## src/rtl/alu_pkg.sv

```systemverilog
// Shared types and constants for the serial 74181-style ALU.
// Contents:
//   state_e    - controller states (idle, run, done)
//   SEL_*      - commonly used 74181 function selects
//   idx_width  - width of a slice index for a given slice count
package alu_pkg;

    typedef enum logic [1:0] {
        StIdle,
        StRun,
        StDone
    } state_e;

    // Function selects, active-high data convention.
    localparam logic [3:0] SEL_ADD = 4'b1001;  // m=0: A plus B (plus carry)
    localparam logic [3:0] SEL_SUB = 4'b0110;  // m=0: A minus B minus 1 (plus carry)
    localparam logic [3:0] SEL_XOR = 4'b0110;  // m=1: A xor B

    // Index width for nslice slices; never narrower than one bit.
    function automatic int unsigned idx_width(input int unsigned nslice);
        return (nslice > 1) ? $clog2(nslice) : 1;
    endfunction

endpackage

```

## src/rtl/alu_serial_slice_if.sv

```systemverilog
// Request/response bundle for alu_serial_slice.
// master drives: start, a, b, m, s, carry_in, use_prev_carry
// slave drives:  ready, done, result, carry_out, aeqb, zero
interface alu_serial_slice_if #(
    parameter int unsigned WIDTH = 16
);
    logic             start;
    logic [WIDTH-1:0] a;
    logic [WIDTH-1:0] b;
    logic             m;
    logic [3:0]       s;
    logic             carry_in;
    logic             use_prev_carry;
    logic             ready;
    logic             done;
    logic [WIDTH-1:0] result;
    logic             carry_out;
    logic             aeqb;
    logic             zero;

    modport master (
        output start, a, b, m, s, carry_in, use_prev_carry,
        input  ready, done, result, carry_out, aeqb, zero
    );

    modport slave (
        input  start, a, b, m, s, carry_in, use_prev_carry,
        output ready, done, result, carry_out, aeqb, zero
    );
endinterface

```

## src/rtl/alu_slice4.sv

```systemverilog
// Combinational 4-bit 74181 function table, active-high data.
// Ports:
//   a, b  in  4  operands
//   s     in  4  function select S3..S0
//   m     in  1  0 = arithmetic, 1 = logic
//   cn    in  1  carry in, active-low
//   f     out 4  function result
//   cn4   out 1  carry out, active-low (held high in logic mode)
//   g, p  out 1  group generate / propagate, active-low
//   aeqb  out 1  high when f is all ones
module alu_slice4 (
    input  logic [3:0] a,
    input  logic [3:0] b,
    input  logic [3:0] s,
    input  logic       m,
    input  logic       cn,
    output logic [3:0] f,
    output logic       cn4,
    output logic       g,
    output logic       p,
    output logic       aeqb
);
    logic [3:0] u;
    logic [3:0] v;
    logic [4:0] sum;

    always_comb begin
        // Two first-level terms of the 74181: every select is u plus v
        // in arithmetic mode and xnor(u, v) in logic mode. v is always a
        // bitwise subset of u.
        u    = a | (b & {4{s[0]}}) | (~b & {4{s[1]}});
        v    = (a & b & {4{s[3]}}) | (a & ~b & {4{s[2]}});
        sum  = {1'b0, u} + {1'b0, v} + {4'b0000, ~cn};
        f    = m ? ~(u ^ v) : sum[3:0];
        cn4  = m ? 1'b1 : ~sum[4];
        g    = ~(({1'b0, u} + {1'b0, v}) > 5'd15);
        p    = ~(&u);
        aeqb = &f;
    end
endmodule

```

## src/rtl/alu_serial_slice.sv

```systemverilog
// Multi-cycle ALU: applies the 74181 function table to WIDTH-bit operands
// one nibble per clock, LSB first, with the slice carry held in c_q.
// Ports:
//   clk    in  rising-edge clock
//   rst_n  in  asynchronous active-low reset
//   bus    alu_serial_slice_if.slave: start/ready/done handshake, operands
//          a/b/m/s/carry_in/use_prev_carry, result with carry_out/aeqb/zero
module alu_serial_slice
    import alu_pkg::*;
#(
    parameter int unsigned WIDTH = 16
) (
    input  logic               clk,
    input  logic               rst_n,
    alu_serial_slice_if.slave  bus
);
    localparam int unsigned NSLICE = WIDTH / 4;
    localparam int unsigned IdxW   = idx_width(NSLICE);

    state_e                   state_q;
    logic [IdxW-1:0]          idx_q;
    logic [NSLICE-1:0][3:0]   a_q;
    logic [NSLICE-1:0][3:0]   b_q;
    logic                     m_q;
    logic [3:0]               s_q;
    logic                     c_q;
    logic                     carry_flag_q;
    logic [NSLICE-1:0][3:0]   result_q;
    logic                     carry_out_q;
    logic                     aeqb_q;
    logic                     zero_q;
    logic                     aeqb_acc_q;
    logic                     zero_acc_q;
    logic                     ready_q;
    logic                     done_q;

    logic [3:0] slice_f;
    logic       slice_cn4;
    logic       slice_g;
    logic       slice_p;
    logic       slice_aeqb;
    logic       last_slice;
    logic       unused_gp;

    // Single slice, time-multiplexed over the operand nibbles.
    alu_slice4 u_slice (
        .a    (a_q[idx_q]),
        .b    (b_q[idx_q]),
        .s    (s_q),
        .m    (m_q),
        .cn   (~c_q),
        .f    (slice_f),
        .cn4  (slice_cn4),
        .g    (slice_g),
        .p    (slice_p),
        .aeqb (slice_aeqb)
    );

    assign unused_gp  = slice_g ^ slice_p;
    assign last_slice = (idx_q == IdxW'(NSLICE - 1));

    always_ff @(posedge clk or negedge rst_n) begin
        if (!rst_n) begin
            state_q      <= StIdle;
            idx_q        <= '0;
            a_q          <= '0;
            b_q          <= '0;
            m_q          <= 1'b0;
            s_q          <= 4'b0000;
            c_q          <= 1'b0;
            carry_flag_q <= 1'b0;
            result_q     <= '0;
            carry_out_q  <= 1'b0;
            aeqb_q       <= 1'b0;
            zero_q       <= 1'b1;
            aeqb_acc_q   <= 1'b1;
            zero_acc_q   <= 1'b1;
            ready_q      <= 1'b1;
            done_q       <= 1'b0;
        end else begin
            unique case (state_q)
                StIdle: begin
                    if (bus.start) begin
                        a_q        <= bus.a;
                        b_q        <= bus.b;
                        m_q        <= bus.m;
                        s_q        <= bus.s;
                        c_q        <= bus.use_prev_carry ? carry_flag_q : bus.carry_in;
                        idx_q      <= '0;
                        aeqb_acc_q <= 1'b1;
                        zero_acc_q <= 1'b1;
                        ready_q    <= 1'b0;
                        state_q    <= StRun;
                    end
                end
                StRun: begin
                    result_q[idx_q] <= slice_f;
                    c_q             <= ~slice_cn4;
                    idx_q           <= idx_q + 1'b1;
                    aeqb_acc_q      <= aeqb_acc_q & slice_aeqb;
                    zero_acc_q      <= zero_acc_q & ~|slice_f;
                    if (last_slice) begin
                        aeqb_q  <= aeqb_acc_q & slice_aeqb;
                        zero_q  <= zero_acc_q & ~|slice_f;
                        // Logic ops leave the chained carry untouched.
                        if (m_q) begin
                            carry_out_q <= 1'b0;
                        end else begin
                            carry_out_q  <= ~slice_cn4;
                            carry_flag_q <= ~slice_cn4;
                        end
                        done_q  <= 1'b1;
                        state_q <= StDone;
                    end
                end
                StDone: begin
                    done_q  <= 1'b0;
                    ready_q <= 1'b1;
                    state_q <= StIdle;
                end
                default: begin
                    done_q  <= 1'b0;
                    ready_q <= 1'b1;
                    state_q <= StIdle;
                end
            endcase
        end
    end

    assign bus.ready     = ready_q;
    assign bus.done      = done_q;
    assign bus.result    = result_q;
    assign bus.carry_out = carry_out_q;
    assign bus.aeqb      = aeqb_q;
    assign bus.zero      = zero_q;
endmodule

```

## src/flat_wrapper.sv

```systemverilog
// flat-port wrapper written by rule: the top's interface ports become plain ports
module alu_serial_slice_flat import alu_pkg::*;
#(
    parameter int unsigned WIDTH = 16
)
  (clk, rst_n, bus_start, bus_a, bus_b, bus_m, bus_s, bus_carry_in, bus_use_prev_carry, bus_ready, bus_done, bus_result, bus_carry_out, bus_aeqb, bus_zero);
  alu_serial_slice_if #(.WIDTH(WIDTH)) bus_i ();
  input  logic clk;
  input  logic rst_n;
  input wire logic [$bits(bus_i.start)-1:0] bus_start;
  input wire logic [$bits(bus_i.a)-1:0] bus_a;
  input wire logic [$bits(bus_i.b)-1:0] bus_b;
  input wire logic [$bits(bus_i.m)-1:0] bus_m;
  input wire logic [$bits(bus_i.s)-1:0] bus_s;
  input wire logic [$bits(bus_i.carry_in)-1:0] bus_carry_in;
  input wire logic [$bits(bus_i.use_prev_carry)-1:0] bus_use_prev_carry;
  output wire logic [$bits(bus_i.ready)-1:0] bus_ready;
  output wire logic [$bits(bus_i.done)-1:0] bus_done;
  output wire logic [$bits(bus_i.result)-1:0] bus_result;
  output wire logic [$bits(bus_i.carry_out)-1:0] bus_carry_out;
  output wire logic [$bits(bus_i.aeqb)-1:0] bus_aeqb;
  output wire logic [$bits(bus_i.zero)-1:0] bus_zero;
  assign bus_i.start = bus_start;
  assign bus_i.a = bus_a;
  assign bus_i.b = bus_b;
  assign bus_i.m = bus_m;
  assign bus_i.s = bus_s;
  assign bus_i.carry_in = bus_carry_in;
  assign bus_i.use_prev_carry = bus_use_prev_carry;
  assign bus_ready = bus_i.ready;
  assign bus_done = bus_i.done;
  assign bus_result = bus_i.result;
  assign bus_carry_out = bus_i.carry_out;
  assign bus_aeqb = bus_i.aeqb;
  assign bus_zero = bus_i.zero;
  alu_serial_slice #(.WIDTH(WIDTH)) u_core (.clk(clk), .rst_n(rst_n), .bus(bus_i));
endmodule
```

## config.mk

```make
export PLATFORM = sky130hd
export DESIGN_NAME = alu_serial_slice_flat
export DESIGN_NICKNAME = d
export VERILOG_FILES = /design/src/rtl/alu_pkg.sv /design/src/rtl/alu_serial_slice_if.sv /design/src/rtl/alu_slice4.sv /design/src/rtl/alu_serial_slice.sv /design/src/flat_wrapper.sv
export SDC_FILE = /design/constraint.sdc
export NUM_CORES = 1
export LEC_CHECK = 0
export BUFFER_PORTS_ARGS = -buffer_cell sky130_fd_sc_hd__buf_2
export CORE_MARGIN = 2
export CORE_UTILIZATION = 33
export DETAILED_ROUTE_END_ITERATION = 10
export GPL_TIMING_DRIVEN = 0
export SLEW_MARGIN = 15
export SYNTH_ARGS = -nofsm -noshare
export SYNTH_HDL_FRONTEND = slang
export SYNTH_SLANG_ARGS = --single-unit
```

## constraint.sdc

```tcl
create_clock -name clk -period 4.26 [get_ports clk]
set_input_delay 1.278 -clock clk [delete_from_list [all_inputs] [get_ports clk]]
set_output_delay 1.278 -clock clk [all_outputs]
set_load 0.02 [all_outputs]
```

==> summary.txt <==
GRT Util Overall: 13.4%
clk root buf: clkbuf_8
die width: 101 um
RSZ-0062 raised after global routing: no
ratio of total power to cell area: 959 nW/um^2
Fin. Hold Viols: 0
# hold bufs at CTS: 0
global-route wire length before repair: 10400 um
cell area after synthesis: 3090 sq um
critical path data arrival time: 3.76 ns
TNS Setup: 0 ns
TritonCTS clock tree: done
initial antenna violation count: 0
cell taking the most area after synthesis: dfrtp_1
GP Congestion: 0.723
Die Span Y: 101 um
Ports: 63
CTS Buf Count: 9
wire per inst: 14.7 um
post-synth top area share: 50.3%
ant diodes: 0
ANT nets after route: 0
vias in the first global route: 2065
Syn Nets: 285
IO Port Bufs: 62
initial core utilization: 33.7%
total gr overflow: 0
CP peak stage delay: 0.57 ns
max-cap violation count: 0
Mapped Cells: 233
CP max-delay cell: mux4_2
minimum clock period: 3.47 ns
syn avg cell area: 13.2 sq um
IR Drop Worst-Case VDD: 413 uV
worst min-delay path category: reg -> reg
status: finished, final reports clean
Worst Path Required: 4.55 ns
Seq/Total Area, Yosys: 53.7%
crit-path max FO: 10
pins over their slew limit: 0
drt first pass iters: 4
worst setup path class: reg -> reg
Worst slew margin: 60.1%
die area: 10100 sq um
Clock Path Buffers: 2
Final Cycle Share: 81.5%
CP top delay family: adder cells
Worst Skew: 0.0129 ns
core area: 9150 sq um
clk slew on worst S/H paths: 0.08 ns
Via density: 4.77
ratio of cells with drive above 1 in the final layout: 45.2%
pin count of the biggest net entering global routing: 36
#FFs+latches synth: 66
Synth area leaders: dfrtp_1, mux2_2, dfstp_2
insertion delay to the later sink of the worst-skew pair: 0.35 ns
ys flop type: dfrtp_1
Netlist cell types: 35
crit end category: flop
H-tree levels: 3
CTS sink cnt: 66
Max Freq: 0.288 GHz
post-CTS setup buffer count: 0
Lkg Pwr: 1.79 nW
top post-synthesis cells by count: dfrtp_1, mux2_2, nand2_1
CP cell instances: buf_6 > mux4_2 > a211o_2 > fa_1 > fa_1 > nor2_1 > xor2_1 > and3_1 > a22o_1
# DRC: 0
P&R area growth vs syn: 21.8%
most frequent cell after synthesis: dfrtp_1
# setup viols final: 0
warnings from Yosys: 0
total power: 0.00361 W
post-layout util: 41.1%
Starting DRT DRC Count: 58
post_cts resized: 0
most used cell, CP: fa_1
worst hold slack: 0.478 ns
Post-synth EDFFs: 0
critical path launch point type: flop
Synth async-reset ratio: 100%
Slew @ Worst Pin: 0.597 ns
buffers and inverters on the worst path: 1
detailed-placement wirelength estimate: 4570 um
Final nets: 359
Rows: 35
via count: 2018
final WL: 6220 um
-- registers in the layout (all words and copies together) (netlist names) --
name	count
u_core.idx_q	2
u_core.zero_acc_q	1
u_core.carry_flag_q	1
u_core.bus.aeqb	1
u_core.a_q	16
u_core.aeqb_acc_q	1
u_core.state_q	2
u_core.bus.carry_out	1
u_core.m_q	1
u_core.s_q	4
u_core.bus.result	16
u_core.b_q	16
u_core.bus.done	1
u_core.bus.zero	1
u_core.bus.ready	1
u_core.c_q	1
-- worst paths after layout --
check | start | endpoint | slack, ns | cells past startpoint
hold reg to reg | u_core.bus.result[3] | u_core.bus.result[3] | 0.48 | 2
min in group asynchronous | rst_n | u_core.s_q[3] | 0.87 | 1
hold / removal | u_core.bus.result[3] | u_core.bus.result[3] | 0.48 | 2
setup reg to reg | u_core.idx_q[0] | u_core.bus.zero | 0.79 | 9
max in group asynchronous | rst_n | u_core.bus.zero | 2.81 | 2
setup / recovery | u_core.idx_q[0] | u_core.bus.zero | 0.79 | 9
-- layer usage --
layer  vias up  part of all wire, %  global-route usage, %
met5         -                    0                      0
met1       984                   48                   18.5
li1        978                    -                      -
met2        47                   46                   20.4
met4         0                 0.88                   4.11
met3         9                  5.0                   4.09
-- through the flow --
| step | worst slack (ns) | area [sq um] | instances |
|---|---|---|---|
| finish | 0.787 | 3760 | 423 |
| detailed placement | 0.739 | 3560 | 407 |
| CTS | 0.713 | 3760 | 423 |
| global route | 0.520 | 3760 | 423 |
| global placement | 0.783 | 3530 | 406 |
| floorplan | 1.23 | 3090 | 233 |
-- cells by family after synthesis --
group | count (synthesis) | share of synthesized area [%]
simple gates | 49 | 7.50
xor+xnor | 2 | 0.811
mux | 53 | 22.5
buf+inv | 16 | 2.88
fa+ha+maj | 10 | 4.54
compound gates | 37 | 8.11
flops | 66 | 53.7
-- cell usage in the layout, fill, tap and decap left out, types with 8 or more instances in the layout --
cell      Yosys  routed
mux2_2       38      38
nor2b_1      12      12
dfrtp_1      62      62
ha_1          8       8
o21ai_0      19      19
buf_2         5      66
nand2_1      23      23
clkbuf_8      0       9
-- power breakdown --
part	total, W	internal [W]	switching [W]
Combinational	0.00196	0.000869	0.00109
Sequential	0.00112	0.000953	0.000166
Clock	0.000531	0.000274	0.000257
Total	0.00361	0.00210	0.00151
-- layout make-up --
class	count	area, sq um
Buffer	9	62.6
Clock buffer	9	124
Clock inverter	7	77.6
Fill cell	903	5390
Inverter	7	26.3
Multi-Input combinational cell	151	1340
Sequential cell	66	1660
Tap cell	111	139
Timing Repair Buffer	63	333
-- worst min-delay path: stages, from the launching register on --
cell and delay, ns:
dfrtp_1 0.35, nand2_1 0.04, o21ai_0 0.06
Note: power is estimated with default switching activity, not from simulation.
